$ cat config.mk
export PLATFORM = sky130hd
export DESIGN_NAME = imem_loader
export DESIGN_NICKNAME = d
export VERILOG_FILES = /design/src/rtl/imem_loader.sv
export SDC_FILE = /design/constraint.sdc
export NUM_CORES = 1
export LEC_CHECK = 0
export ABC_AREA = 1
export ABC_CLOCK_PERIOD_IN_PS = 3410
export CAP_MARGIN = 20
export CORE_MARGIN = 8
export CORE_UTILIZATION = 45
export DETAILED_ROUTE_END_ITERATION = 8
export PLACE_DENSITY = 0.77
export SLEW_MARGIN = 20
export SYNTH_ARGS = -nofsm -noshare
export SYNTH_HDL_FRONTEND = slang
export SYNTH_SLANG_ARGS = --single-unit
$ cat constraint.sdc
create_clock -name CLK -period 3.41 [get_ports CLK]
set_input_delay 0.682 -clock CLK [delete_from_list [all_inputs] [get_ports CLK]]
set_output_delay 0.682 -clock CLK [all_outputs]
set_load 0.1 [all_outputs]
$ cat src/rtl/imem_loader.sv
// imem_loader: boot-time instruction loader for ProcessorStructural.
// Receives a byte stream over valid/ready framed as a length byte N (words),
// 4*N little-endian data bytes and an XOR checksum byte. Each assembled
// word is written to instruction memory. The core is held in reset until
// the whole image has arrived and its checksum matches.
//
// Ports:
//   CLK, RST            clock, asynchronous active-high reset
//   RxValid/RxData      upstream byte stream
//   RxReady             byte accepted on an edge with RxValid && RxReady
//   Reload              single-cycle restart request (wins over a byte)
//   ImemWE/Addr/WData   one-cycle instruction-memory word write
//   CoreRST             processor reset, low only after a good image
//   Busy/Done/Error     status: receiving / running / failed
module imem_loader #(
  parameter int unsigned ADDR_W = 6
) (
  input  logic              CLK,
  input  logic              RST,
  input  logic              RxValid,
  input  logic [7:0]        RxData,
  output logic              RxReady,
  input  logic              Reload,
  output logic              ImemWE,
  output logic [ADDR_W-1:0] ImemAddr,
  output logic [31:0]       ImemWData,
  output logic              CoreRST,
  output logic              Busy,
  output logic              Done,
  output logic              Error
);

  localparam int unsigned DEPTH = 2 ** ADDR_W;

  typedef enum logic [2:0] {
    S_LEN,
    S_LOAD,
    S_CHECK,
    S_RUN,
    S_ERR
  } state_t;

  state_t            state, state_d;
  logic [1:0]        lane, lane_d;
  logic [ADDR_W-1:0] index, index_d;
  logic [ADDR_W-1:0] last, last_d;     // word index of the final word (N-1)
  logic [7:0]        csum, csum_d;
  logic [23:0]       word, word_d;     // lanes 0..2; lane 3 comes straight from RxData
  logic              we_d;
  logic [ADDR_W-1:0] addr_d;
  logic [31:0]       wdata_d;
  logic              accept;
  logic              rx_phase_d;

  // RxReady is the registered output itself, so acceptance matches what
  // upstream observes in the same cycle.
  assign accept = RxValid && RxReady && !Reload;

  always_comb begin
    state_d = state;
    lane_d  = lane;
    index_d = index;
    last_d  = last;
    csum_d  = csum;
    word_d  = word;
    we_d    = 1'b0;
    addr_d  = ImemAddr;
    wdata_d = ImemWData;

    if (Reload) begin
      state_d = S_LEN;
      lane_d  = '0;
      index_d = '0;
      csum_d  = '0;
    end else if (accept) begin
      case (state)
        S_LEN: begin
          lane_d  = '0;
          index_d = '0;
          csum_d  = '0;
          if (RxData == 8'd0) begin
            state_d = S_CHECK;
          end else if (32'(RxData) > DEPTH) begin
            state_d = S_ERR;
          end else begin
            state_d = S_LOAD;
            last_d  = ADDR_W'(RxData - 8'd1);
          end
        end
        S_LOAD: begin
          csum_d = csum ^ RxData;
          lane_d = lane + 2'd1;
          case (lane)
            2'd0: word_d[7:0]   = RxData;
            2'd1: word_d[15:8]  = RxData;
            2'd2: word_d[23:16] = RxData;
            default: begin
              we_d    = 1'b1;
              addr_d  = index;
              wdata_d = {RxData, word};
              index_d = index + ADDR_W'(1);
              if (index == last) begin
                state_d = S_CHECK;
              end
            end
          endcase
        end
        S_CHECK: begin
          state_d = (RxData == csum) ? S_RUN : S_ERR;
        end
        default: ;
      endcase
    end

    rx_phase_d = (state_d == S_LEN) || (state_d == S_LOAD) || (state_d == S_CHECK);
  end

  always_ff @(posedge CLK or posedge RST) begin
    if (RST) begin
      state     <= S_LEN;
      lane      <= '0;
      index     <= '0;
      last      <= '0;
      csum      <= '0;
      word      <= '0;
      RxReady   <= 1'b0;
      ImemWE    <= 1'b0;
      ImemAddr  <= '0;
      ImemWData <= '0;
      CoreRST   <= 1'b1;
      Busy      <= 1'b0;
      Done      <= 1'b0;
      Error     <= 1'b0;
    end else begin
      state     <= state_d;
      lane      <= lane_d;
      index     <= index_d;
      last      <= last_d;
      csum      <= csum_d;
      word      <= word_d;
      // Status outputs are registered from the next state so they change
      // on the same edge as the state they describe.
      RxReady   <= rx_phase_d;
      Busy      <= rx_phase_d;
      ImemWE    <= we_d;
      ImemAddr  <= addr_d;
      ImemWData <= wdata_d;
      CoreRST   <= (state_d != S_RUN);
      Done      <= (state_d == S_RUN);
      Error     <= (state_d == S_ERR);
    end
  end

endmodule

==> flow_metrics.tcl <==
set metrics [dict create \
    path_clk_slew_ns 0.09 \
    max-slew-margin-rel_pct 34.9 \
    dieArea_mm2 0.0124 \
    fmax_mhz 392 \
    critical_path.startpoint_type "flop" \
    grt_setup_unrepaired "no" \
    power_density_mw_per_mm2 497 \
    pre_cts_slack_ns 0.672 \
    wl_per_cell_um 13.6 \
    synth-seq-cells 92 \
    netlist.top_cell.by_area "sky130_fd_sc_hd__dfrtp_1" \
    outcome "finished, final reports clean" \
    criticalPathCategory "reg2out" \
    synth_sequential_area_ratio_pct 56.4 \
    synth_cells 474 \
    syn_avg_cell_area_um2 8.61 \
    cts_post_setup_buffers_inserted 0 \
    chipHeight_um 111 \
    power.leakage_nw 2.42 \
    final_period_minus_worst_setup_slack_ns 2.55 \
    synth_top_cells_by_area "sky130_fd_sc_hd__dfrtp_1, sky130_fd_sc_hd__nand2_1, sky130_fd_sc_hd__o21ai_0" \
    final_cells 642 \
    worst_setup_ep_type "output port" \
    ir_drop_mv 0.191 \
    critical_path_buf_inv_count 1 \
    tritoncts "built" \
    ctsLongestPathBuffers 2 \
    cts.hold.buffers_added 0 \
    syn_nets 492 \
    drt_drc_violations_left 0 \
    vias_per_cell 4.90 \
    hold_path_class "reg2reg" \
    max_incr_delay_on_cp_ns 1.14 \
    initial_utilization_pct 46.6 \
    drt_first_pass_iters 5 \
    worst_ep_required_time_ns 2.73 \
    number_of_sinks_on_the_clock_net 92 \
    post-layout-total-power_mw 2.43 \
    cts-buffers-inserted 9 \
    largest_net_degree_at_the_start_of_global_routing 49 \
    clock_latency_ns 0.35 \
    finalCritPeriodShare_pct 74.8 \
    grt_overflow 0 \
    wire_length_of_the_first_global_routing_pass_um 15100 \
    drt.antenna.violating_nets 0 \
    hpwlAfterDp_um 6410 \
    area.sequential_mm2 0.00230 \
    finalSetupViolCount 0 \
    ctsResizeCount 0 \
    worst_pin_slew_ns 0.974 \
    timing.critical_path.max_delay_family "buffers and inverters" \
    most-common-layout-cells "sky130_fd_sc_hd__nand2_1, sky130_fd_sc_hd__dfrtp_1, sky130_fd_sc_hd__inv_1" \
    boundaryPins 56 \
    ys.warnings.count 0 \
    synth_cell_type_count 28 \
    max_cap_viol_count 0 \
    crit_path_max_fanout 2 \
    mappedNetlistArea_mm2 0.00408 \
    layout.nets 547 \
    layout_commonest_cell "sky130_fd_sc_hd__nand2_1" \
    final.setup_skew_ns 0.00773 \
    drive_above_1_share_pct 12.2 \
    num-fill-cells 782 \
    finalWorstSetupSlack_ns 0.858 \
    number_of_global_route_vias_before_repair 3201 \
    synth_top_area_share_pct 55.8 \
    clock_tree.root_cell "sky130_fd_sc_hd__clkbuf_8" \
    hold_viol_final 0 \
    drtIter0Drc 168 \
    antenna_cells 0 \
    placement_rows 34 \
    die_w_um 111 \
    multi_input_comb_area_mm2 0.00146 \
    h-tree-depth 3 \
    routed_wl_um 8720 \
    cp_slowest_cell "sky130_fd_sc_hd__clkdlybuf4s50_1" \
    critical_path.cell_chain "clkdlybuf4s50_1" \
    cp_data_arrival_time_ns 1.87 \
    finalWeightedCongestion 0.816 \
    final_max_slew_viol_count 0 \
    place.detailed.instances 626 \
    grt_usage_pct 14.6 \
    initial_antenna_violation_count 0 \
    synthToLayoutAreaGrowth_pct 19.6 \
    port_buffers 55 \
    setup_tns_final_ns 0 \
    dr_total_vias 3146 \
    floorplan.core_area_mm2 0.00876 \
]
[power breakdown]
group | leakage [nW] | internal, mW | total [mW] | switching, mW
Clock | 0.114 | 0.436 | 0.817 | 0.380
Combinational | 1.11 | 0.108 | 0.368 | 0.260
Sequential | 1.19 | 1.19 | 1.24 | 0.0475
Total | 2.42 | 1.74 | 2.43 | 0.688
[final timing paths]
kind | startpoint | cells past startpoint | slack [ns] | end
worst min register to register | word[21] | 2 | 0.48 | ImemWData[21]
max in group asynchronous | RST | 3 | 1.86 | CoreRST
worst min-delay path | word[21] | 2 | 0.48 | ImemWData[21]
worst max register to register | state[2] | 7 | 1.35 | ImemWData[25]
min in group asynchronous | RST | 2 | 0.78 | ImemWData[18]
worst max-delay path | ImemWData[15] | 1 | 0.86 | ImemWData[15]
[cell families after synthesis]
logic type                 Yosys count  synth area share (%)
AOI/OAI and AO/OA                   86                  11.1
xor gates and xnor gates             6                  1.29
adders and majority gates            6                  1.84
buffers and inverters               76                  7.85
DFF                                 92                  56.4
and+or+nand+nor                    208                  21.5
[metal layers]
layer | GRT usage [%] | up-vias | part of all wire (%)
li1 | - | 1591 | -
met2 | 23.3 | 68 | 47
met3 | 2.87 | 9 | 5.1
met1 | 18.8 | 1478 | 46
met5 | 0 | - | 0
met4 | 6.31 | 0 | 1.5
[Yosys cell counts]
master / n
sky130_fd_sc_hd__nor3_1: 2
sky130_fd_sc_hd__o21ai_1: 10
sky130_fd_sc_hd__o21ai_2: 3
sky130_fd_sc_hd__nand3_1: 10
sky130_fd_sc_hd__dfstp_2: 1
sky130_fd_sc_hd__nor2_4: 2
sky130_fd_sc_hd__dfrtp_1: 91
sky130_fd_sc_hd__o21bai_1: 2
sky130_fd_sc_hd__inv_2: 2
sky130_fd_sc_hd__inv_1: 59
sky130_fd_sc_hd__buf_4: 1
sky130_fd_sc_hd__nand3_2: 2
sky130_fd_sc_hd__nor3_4: 1
sky130_fd_sc_hd__nand4_1: 8
sky130_fd_sc_hd__xor2_1: 5
sky130_fd_sc_hd__nand2_2: 4
sky130_fd_sc_hd__nor2_1: 33
sky130_fd_sc_hd__buf_6: 3
sky130_fd_sc_hd__xnor2_1: 1
sky130_fd_sc_hd__a21oi_1: 12
sky130_fd_sc_hd__clkbuf_1: 2
sky130_fd_sc_hd__nand2_1: 141
sky130_fd_sc_hd__a21boi_0: 2
sky130_fd_sc_hd__buf_2: 7
sky130_fd_sc_hd__nor2_2: 5
sky130_fd_sc_hd__o21ai_0: 57
sky130_fd_sc_hd__clkinv_1: 2
sky130_fd_sc_hd__ha_1: 6
[worst register-to-register path, stage by stage (launching register included)]
cell	delay (ns)
sky130_fd_sc_hd__dfrtp_1	0.47
sky130_fd_sc_hd__nor3_4	0.33
sky130_fd_sc_hd__nand2_2	0.14
sky130_fd_sc_hd__nor2_4	0.13
sky130_fd_sc_hd__nand2_2	0.38
sky130_fd_sc_hd__buf_12	0.35
sky130_fd_sc_hd__nand2_1	0.07
sky130_fd_sc_hd__o21ai_0	0.07
[through the flow]
stage	instance area (µm²)	util (%)	hold slack [ns]
after global routing	4880	55.7	0.500
after CTS	4880	55.7	0.485
after floorplan	4080	-	0.443
after global placement	4660	53.1	0.457
final	4880	55.7	0.483
after detailed placement	4660	53.1	0.463
[registers in the layout (all words and copies together), names as in the netlist]
signal / flops
ImemWData: 32
word: 24
csum: 8
ImemAddr: 6
index: 6
last: 6
state: 3
lane: 2
Busy: 1
CoreRST: 1
Done: 1
Error: 1
ImemWE: 1
[cell type report]
cell class	count	area share, %
Clock buffer	11	2.90
Clock inverter	5	1.69
Inverter	63	4.87
Multi-Input combinational cell	306	29.9
Sequential cell	92	47.2
Tap cell	108	2.77
Timing Repair Buffer	57	10.7
(Power assumes the default switching activity.)
